**src/rtl/m_herloa_pkg.sv**
```systemverilog
// Shared widths and FSM state encoding for the approximate-adder error monitor.
package m_herloa_pkg;

    localparam int OPND_W  = 64;
    localparam int SUM_W   = 65;
    localparam int EDSUM_W = 97;
    localparam int CNT_W   = 32;

    // Cycles spent draining S1/S2 after the final accept of a window
    localparam int DRAIN_CYC = 2;

    typedef enum logic [1:0] {
        st_accum  = 2'd0,
        st_drain  = 2'd1,
        st_report = 2'd2
    } state_t;

endpackage

```
**src/rtl/m_herloa_ed_calc.sv**
```systemverilog
// Error distance between exact and approximate sums, plus a nonzero flag.
module m_herloa_ed_calc
    import m_herloa_pkg::*;
(
    input  logic [SUM_W-1:0] exact,
    input  logic [SUM_W-1:0] approx,
    output logic [SUM_W-1:0] ed,
    output logic             err
);

    always_comb begin
        if (exact >= approx) begin
            ed = exact - approx;
        end else begin
            ed = approx - exact;
        end
        err = (exact != approx);
    end

endmodule

```
**src/rtl/m_herloa_errmon_64b.sv**
```systemverilog
// Windowed error-statistics monitor for a 64-bit approximate adder:
// S1 exact add, S2 error distance, accumulate, then hold a report until taken.
module m_herloa_errmon_64b
    import m_herloa_pkg::*;
#(
    parameter int unsigned WINDOW = 1024
) (
    input  logic                clk,
    input  logic                rst,
    input  logic                clear,
    input  logic                in_valid,
    output logic                in_ready,
    input  logic [OPND_W-1:0]   a,
    input  logic [OPND_W-1:0]   b,
    input  logic [SUM_W-1:0]    approx_sum,
    output logic                out_valid,
    input  logic                out_ready,
    output logic [CNT_W-1:0]    rpt_samples,
    output logic [CNT_W-1:0]    rpt_errors,
    output logic [EDSUM_W-1:0]  rpt_ed_sum,
    output logic [SUM_W-1:0]    rpt_ed_max
);

    // state     | meaning
    // ----------+-----------------------------------------------------------
    // st_accum  | accepting samples; last accept of the window -> st_drain
    // st_drain  | in_ready low while the final sample flows through S1/S2
    // st_report | out_valid high, rpt_* frozen until out_ready

    localparam logic [CNT_W-1:0] WIN_LOAD   = CNT_W'(WINDOW - 1);
    localparam logic [1:0]       DRAIN_LOAD = 2'(DRAIN_CYC - 1);

    state_t state, state_nxt;

    logic               rdy_en;
    logic               accept;
    logic               report_taken;
    logic [CNT_W-1:0]   win_cnt;
    logic               win_tc;
    logic [1:0]         drain_cnt;

    logic               s1_vld;
    logic [SUM_W-1:0]   s1_exact;
    logic [SUM_W-1:0]   s1_approx;

    logic [SUM_W-1:0]   ed_comb;
    logic               err_comb;
    logic               s2_vld;
    logic [SUM_W-1:0]   s2_ed;
    logic               s2_err;

    logic [CNT_W-1:0]   acc_samples;
    logic [CNT_W-1:0]   acc_errors;
    logic [EDSUM_W-1:0] acc_ed_sum;
    logic [SUM_W-1:0]   acc_ed_max;

    // rdy_en keeps in_ready low during reset even though the FSM sits in st_accum
    assign in_ready     = rdy_en && (state == st_accum);
    assign out_valid    = (state == st_report);
    assign accept       = in_valid && in_ready;
    assign report_taken = out_valid && out_ready;
    assign win_tc       = (win_cnt == '0);

    always_ff @(posedge clk or posedge rst) begin
        if (rst) begin
            state <= st_accum;
        end else begin
            state <= state_nxt;
        end
    end

    always_comb begin
        state_nxt = state;
        case (state)
            st_accum: begin
                if (accept && win_tc) begin
                    state_nxt = st_drain;
                end
            end
            st_drain: begin
                if (drain_cnt == '0) begin
                    state_nxt = st_report;
                end
            end
            st_report: begin
                if (out_ready) begin
                    state_nxt = st_accum;
                end
            end
            default: state_nxt = st_accum;
        endcase
        if (clear) begin
            state_nxt = st_accum;
        end
    end

    always_ff @(posedge clk or posedge rst) begin
        if (rst) begin
            rdy_en <= 1'b0;
        end else begin
            rdy_en <= 1'b1;
        end
    end

    always_ff @(posedge clk or posedge rst) begin
        if (rst) begin
            win_cnt <= WIN_LOAD;
        end else if (clear || report_taken) begin
            win_cnt <= WIN_LOAD;
        end else if (accept) begin
            win_cnt <= win_tc ? WIN_LOAD : win_cnt - CNT_W'(1);
        end
    end

    // Reloaded whenever outside st_drain so each drain lasts DRAIN_CYC cycles
    always_ff @(posedge clk or posedge rst) begin
        if (rst) begin
            drain_cnt <= DRAIN_LOAD;
        end else if (state != st_drain) begin
            drain_cnt <= DRAIN_LOAD;
        end else if (drain_cnt != '0) begin
            drain_cnt <= drain_cnt - 2'd1;
        end
    end

    always_ff @(posedge clk or posedge rst) begin
        if (rst) begin
            s1_vld    <= 1'b0;
            s1_exact  <= '0;
            s1_approx <= '0;
        end else if (clear) begin
            s1_vld    <= 1'b0;
        end else begin
            s1_vld <= accept;
            if (accept) begin
                s1_exact  <= {1'b0, a} + {1'b0, b};
                s1_approx <= approx_sum;
            end
        end
    end

    m_herloa_ed_calc u_ed_calc (
        .exact  (s1_exact),
        .approx (s1_approx),
        .ed     (ed_comb),
        .err    (err_comb)
    );

    always_ff @(posedge clk or posedge rst) begin
        if (rst) begin
            s2_vld <= 1'b0;
            s2_ed  <= '0;
            s2_err <= 1'b0;
        end else if (clear) begin
            s2_vld <= 1'b0;
        end else begin
            s2_vld <= s1_vld;
            if (s1_vld) begin
                s2_ed  <= ed_comb;
                s2_err <= err_comb;
            end
        end
    end

    always_ff @(posedge clk or posedge rst) begin
        if (rst) begin
            acc_samples <= '0;
            acc_errors  <= '0;
            acc_ed_sum  <= '0;
            acc_ed_max  <= '0;
        end else if (clear || report_taken) begin
            acc_samples <= '0;
            acc_errors  <= '0;
            acc_ed_sum  <= '0;
            acc_ed_max  <= '0;
        end else if (s2_vld) begin
            acc_samples <= acc_samples + CNT_W'(1);
            acc_errors  <= acc_errors + CNT_W'(s2_err);
            acc_ed_sum  <= acc_ed_sum + EDSUM_W'(s2_ed);
            if (s2_ed > acc_ed_max) begin
                acc_ed_max <= s2_ed;
            end
        end
    end

    assign rpt_samples = out_valid ? acc_samples : '0;
    assign rpt_errors  = out_valid ? acc_errors  : '0;
    assign rpt_ed_sum  = out_valid ? acc_ed_sum  : '0;
    assign rpt_ed_max  = out_valid ? acc_ed_max  : '0;

endmodule

```
**config.mk**
```make
export PLATFORM = sky130hd
export DESIGN_NAME = m_herloa_errmon_64b
export DESIGN_NICKNAME = d
export VERILOG_FILES = /design/src/rtl/m_herloa_pkg.sv /design/src/rtl/m_herloa_ed_calc.sv /design/src/rtl/m_herloa_errmon_64b.sv
export SDC_FILE = /design/constraint.sdc
export NUM_CORES = 2
export LEC_CHECK = 0
export ABC_AREA = 0
export CAP_MARGIN = 20
export CORE_UTILIZATION = 62
export DETAILED_ROUTE_END_ITERATION = 8
export GPL_ROUTABILITY_DRIVEN = 0
export HOLD_SLACK_MARGIN = 0.15
export PLACE_DENSITY = 0.95
export SLEW_MARGIN = 20
export SYNTH_ARGS = -nofsm -noshare
export SYNTH_HDL_FRONTEND = slang
export SYNTH_SLANG_ARGS = --single-unit
```
**constraint.sdc**
```tcl
create_clock -name clk -period 28.8 [get_ports clk]
set_clock_uncertainty 0.1 [all_clocks]
set_input_delay 5.76 -clock clk [delete_from_list [all_inputs] [get_ports clk]]
set_output_delay 5.76 -clock clk [all_outputs]
set_load 0.01 [all_outputs]
```
==> results.json <==
{
  "holdCritStartpoint": "drain_cnt[1]$_DFFE_PP0P_",
  "routedWlPerCell_um": 18.9,
  "cts-resized-gates": 0,
  "fin_setup_tns_ns": 0,
  "cp_common_cell": "buf_4",
  "holdBufCountCts": 0,
  "critical_path_arrival_ns": 3.68,
  "slowest_delay_ns": 0.80,
  "core_area_um2": 57900,
  "final_core_util": 0.735,
  "switchingPower_w": 0.00124,
  "post-cts-setup-buffers": 0,
  "worstSetupPathType": "reg -> out",
  "yosys_register_bits": 461,
  "syn_to_final_growth_pct": 16.9,
  "max_freq_ghz": 0.105,
  "tightest_slew_ns": 1.10,
  "end_kind": "output port",
  "r2r_start": "s1_exact[14]$_DFFE_PP0P_",
  "crit_buf_inv": 3,
  "overflow": 0,
  "die_area_um2": 59700,
  "vias": 35556,
  "slew_violations": 0,
  "cts.clk_slew.worst_paths_ns": 0.06,
  "start_util": 0.629,
  "intPower_w": 0.00165,
  "critPathMaxFanout": 126,
  "power_frac_comb": 0.479,
  "hpwl_um": 79500,
  "powerDensity_nw_per_um2": 67.9,
  "synth_largest_area_cell": "dfrtp_1",
  "holdPathEnd": "drain_cnt[1]$_DFFE_PP0P_",
  "die_y_um": 244,
  "netlist-cell-type-count": 90,
  "synthTopCellsByArea": "dfrtp_1 31%, ha_1 11%, a21oi_1 5.3%, nand2_1 5.0%, o21ai_0 4.3%",
  "setup_viol": 0,
  "outcome": "finished, final reports clean",
  "wirelength_um": 106000,
  "async_reset_ff_frac": 1.00,
  "synth_top_area_frac": 0.309,
  "drive_above_1_share": 0.0327,
  "port_buffers": 425,
  "p_leak_nw": 19.0,
  "start_kind": "flip-flop",
  "pin_count": 426,
  "cpLargestDelayFamily": "buffers and inverters",
  "synth_nets": 5101,
  "ys.flop_type": "dfrtp_1",
  "viasPerCell": 6.32,
  "clock_latency_ns": 0.60,
  "pwr-share-clk": 0.220,
  "avgSynthCellArea_um2": 7.97,
  "grt_pass1_vias": 33803,
  "grt_antenna_before_repair": 1,
  "nFillCells": 4136,
  "numClockSinks": 461,
  "synth_area_um2": 36400,
  "rsz0062_at_grt": "false",
  "min_period_ns": 9.54,
  "final_common_cell": "nand2_1",
  "cts_tree": "yes",
  "ctsHtreeMaxLevel": 2,
  "grt_pass1_wl_um": 171000,
  "hold_depth": 2,
  "seqPwrFrac": 0.301,
  "dieWidth_um": 244,
  "clk_path_buf_depth": 3,
  "r2r_setup_slack_ns": 23.56,
  "slew_headroom": 0.268,
  "power_switching_share": 0.431,
  "r2r-end": "s2_ed[40]$_DFFE_PP0P_",
  "crit_required_ns": 22.94,
  "grt_max_degree": 127,
  "fin_crit_sh": 0.331,
  "drt_iter0_drc": 3273,
  "place_area_um2": 41000,
  "drt_first_pass_iters": 9,
  "path_cells": "nor2b_4 -> buf_4 -> buf_4 -> and2_1 -> clkdlybuf4s50_1",
  "yosysSeqAreaShare": 0.317,
  "cts_root_buf": "clkbuf_16",
  "synthCells": 4570,
  "track_usage": 0.349,
  "layout_common_cells": "489 x nand2_1, 449 x dfrtp_1, 425 x clkdlybuf4s50_1",
  "synth_edf_count": 0,
  "drtAntennaViolNets": 0,
  "drc": 0,
  "ys_warn_count": 0,
  "rr_worst_depth": 15,
  "ir_drop_mv": 0.0442,
  "cpMaxStageDelayCell": "buf_4",
  "rows": 88,
  "cap_viol_max_count": 0,
  "fin_area_um2": 42600,
  "hp-class": "reg -> reg",
  "hold_viol_final": 0,
  "nNetsFinal": 5360,
  "numCtsBuffers": 48
}
flip-flops by register name, indices dropped and copies added, names as in the netlist:
signal and count:
s2_err 1, acc_samples 32, acc_ed_sum 97, s1_vld 1, s1_exact 65, acc_ed_max 65
state 2, s2_vld 1, rdy_en 1, drain_cnt 2, s2_ed 65, win_cnt 32
s1_approx 65, acc_errors 32
routing by layer:
| metal | vias up | wire length, um | global-route usage |
|---|---|---|---|
| met5 | - | 0 | 0 |
| met4 | 0 | 6190 | 0.186 |
| met3 | 448 | 9540 | 0.0570 |
| met2 | 2070 | 48500 | 0.565 |
| met1 | 16487 | 42100 | 0.448 |
| li1 | 16551 | - | - |
worst min-delay path: cells and delay by family (launching register included):
kind	cells	cell delay, ns
flops	1	0.34
simple gates	1	0.07
compound gates	1	0.06
layout make-up:
type / instances / area [um^2] / area share
multi-input combinational: 3581 / 22900 / 0.539
sequential: 461 / 11600 / 0.271
timing repair buffer: 446 / 4410 / 0.104
clock buffer: 65 / 1410 / 0.0330
inverter: 291 / 1100 / 0.0259
tap: 765 / 957 / 0.0225
clock inverter: 20 / 198 / 0.00464
antenna: 1 / 2.50 / 0.0000588
cells in the mapped netlist (19+ instances only):
cell type    n
nand2_1    489
dfrtp_1    450
a21oi_1    385
nor2_1     364
ha_1       329
o21ai_0    316
inv_1      288
and2_1     246
clkbuf_1   204
a21o_1     158
nand3_1    154
xnor2_1    149
xor2_1     119
o21ai_1    113
nand4_1    110
o21bai_1    62
nor3_1      61
mux2i_1     44
or3_1       38
o31ai_1     36
a31oi_1     35
a211oi_1    29
o211ai_1    29
and3_1      27
o21a_1      26
nand2b_1    21
nor2b_1     21
buf_1       19
cell families (layout without fill, tap and decap cells):
kind of cell,Yosys count,after routing,share of synthesized area
xor+xnor,268,268,0.0644
simple gates,1597,1597,0.210
mux,47,47,0.0130
other cells,1,2,0.000103
flops,461,461,0.317
buf+inv,528,822,0.0549
compound gates,1335,1335,0.225
fa+ha+maj,333,333,0.115
power groups by stage:
| stage | Combinational, W | Clock, W | Sequential (W) |
|---|---|---|---|
| after detailed placement | 0.00132 | 0 | 0.000872 |
| final | 0.00138 | 0.000637 | 0.000870 |
| after global placement | 0.00127 | 0 | 0.000865 |
| after floorplan | 0.00102 | 0 | 0.000817 |
| after global routing | 0.00151 | 0.000666 | 0.000879 |
| after CTS | 0.00134 | 0.000642 | 0.000863 |
through the flow:
stage | power (W) | instances | hold WS (ns) | worst slack, ns
6_report | 0.00289 | 5630 | 0.417 | 19.26
5_1_grt | 0.00306 | 5630 | 0.444 | 19.02
4_1_cts | 0.00284 | 5629 | 0.420 | 19.28
3_5_place_dp | 0.00219 | 5544 | 0.407 | 19.06
3_3_place_gp | 0.00214 | 5544 | 0.365 | 19.09
2_1_floorplan | 0.00184 | 4570 | 0.344 | 10.10
worst max-delay path by stage:
stage                               from                   endpoint  slack, ns  depth (start not counted)
floorplan                            rst  acc_ed_max[0]$_DFFE_PP0P_      10.10                          1
global placement                    a[9]   s1_exact[60]$_DFFE_PP0P_      19.09                         13
detailed placement                  b[2]   s1_exact[57]$_DFFE_PP0P_      19.06                         13
CTS                 state[1]$_DFFE_PP0P_             rpt_ed_sum[87]      19.28                          5
global route        state[1]$_DFFE_PP0P_             rpt_ed_sum[87]      19.02                          5
finish              state[1]$_DFFE_PP0P_             rpt_ed_sum[87]      19.26                          5
(Power assumes the default switching activity.)
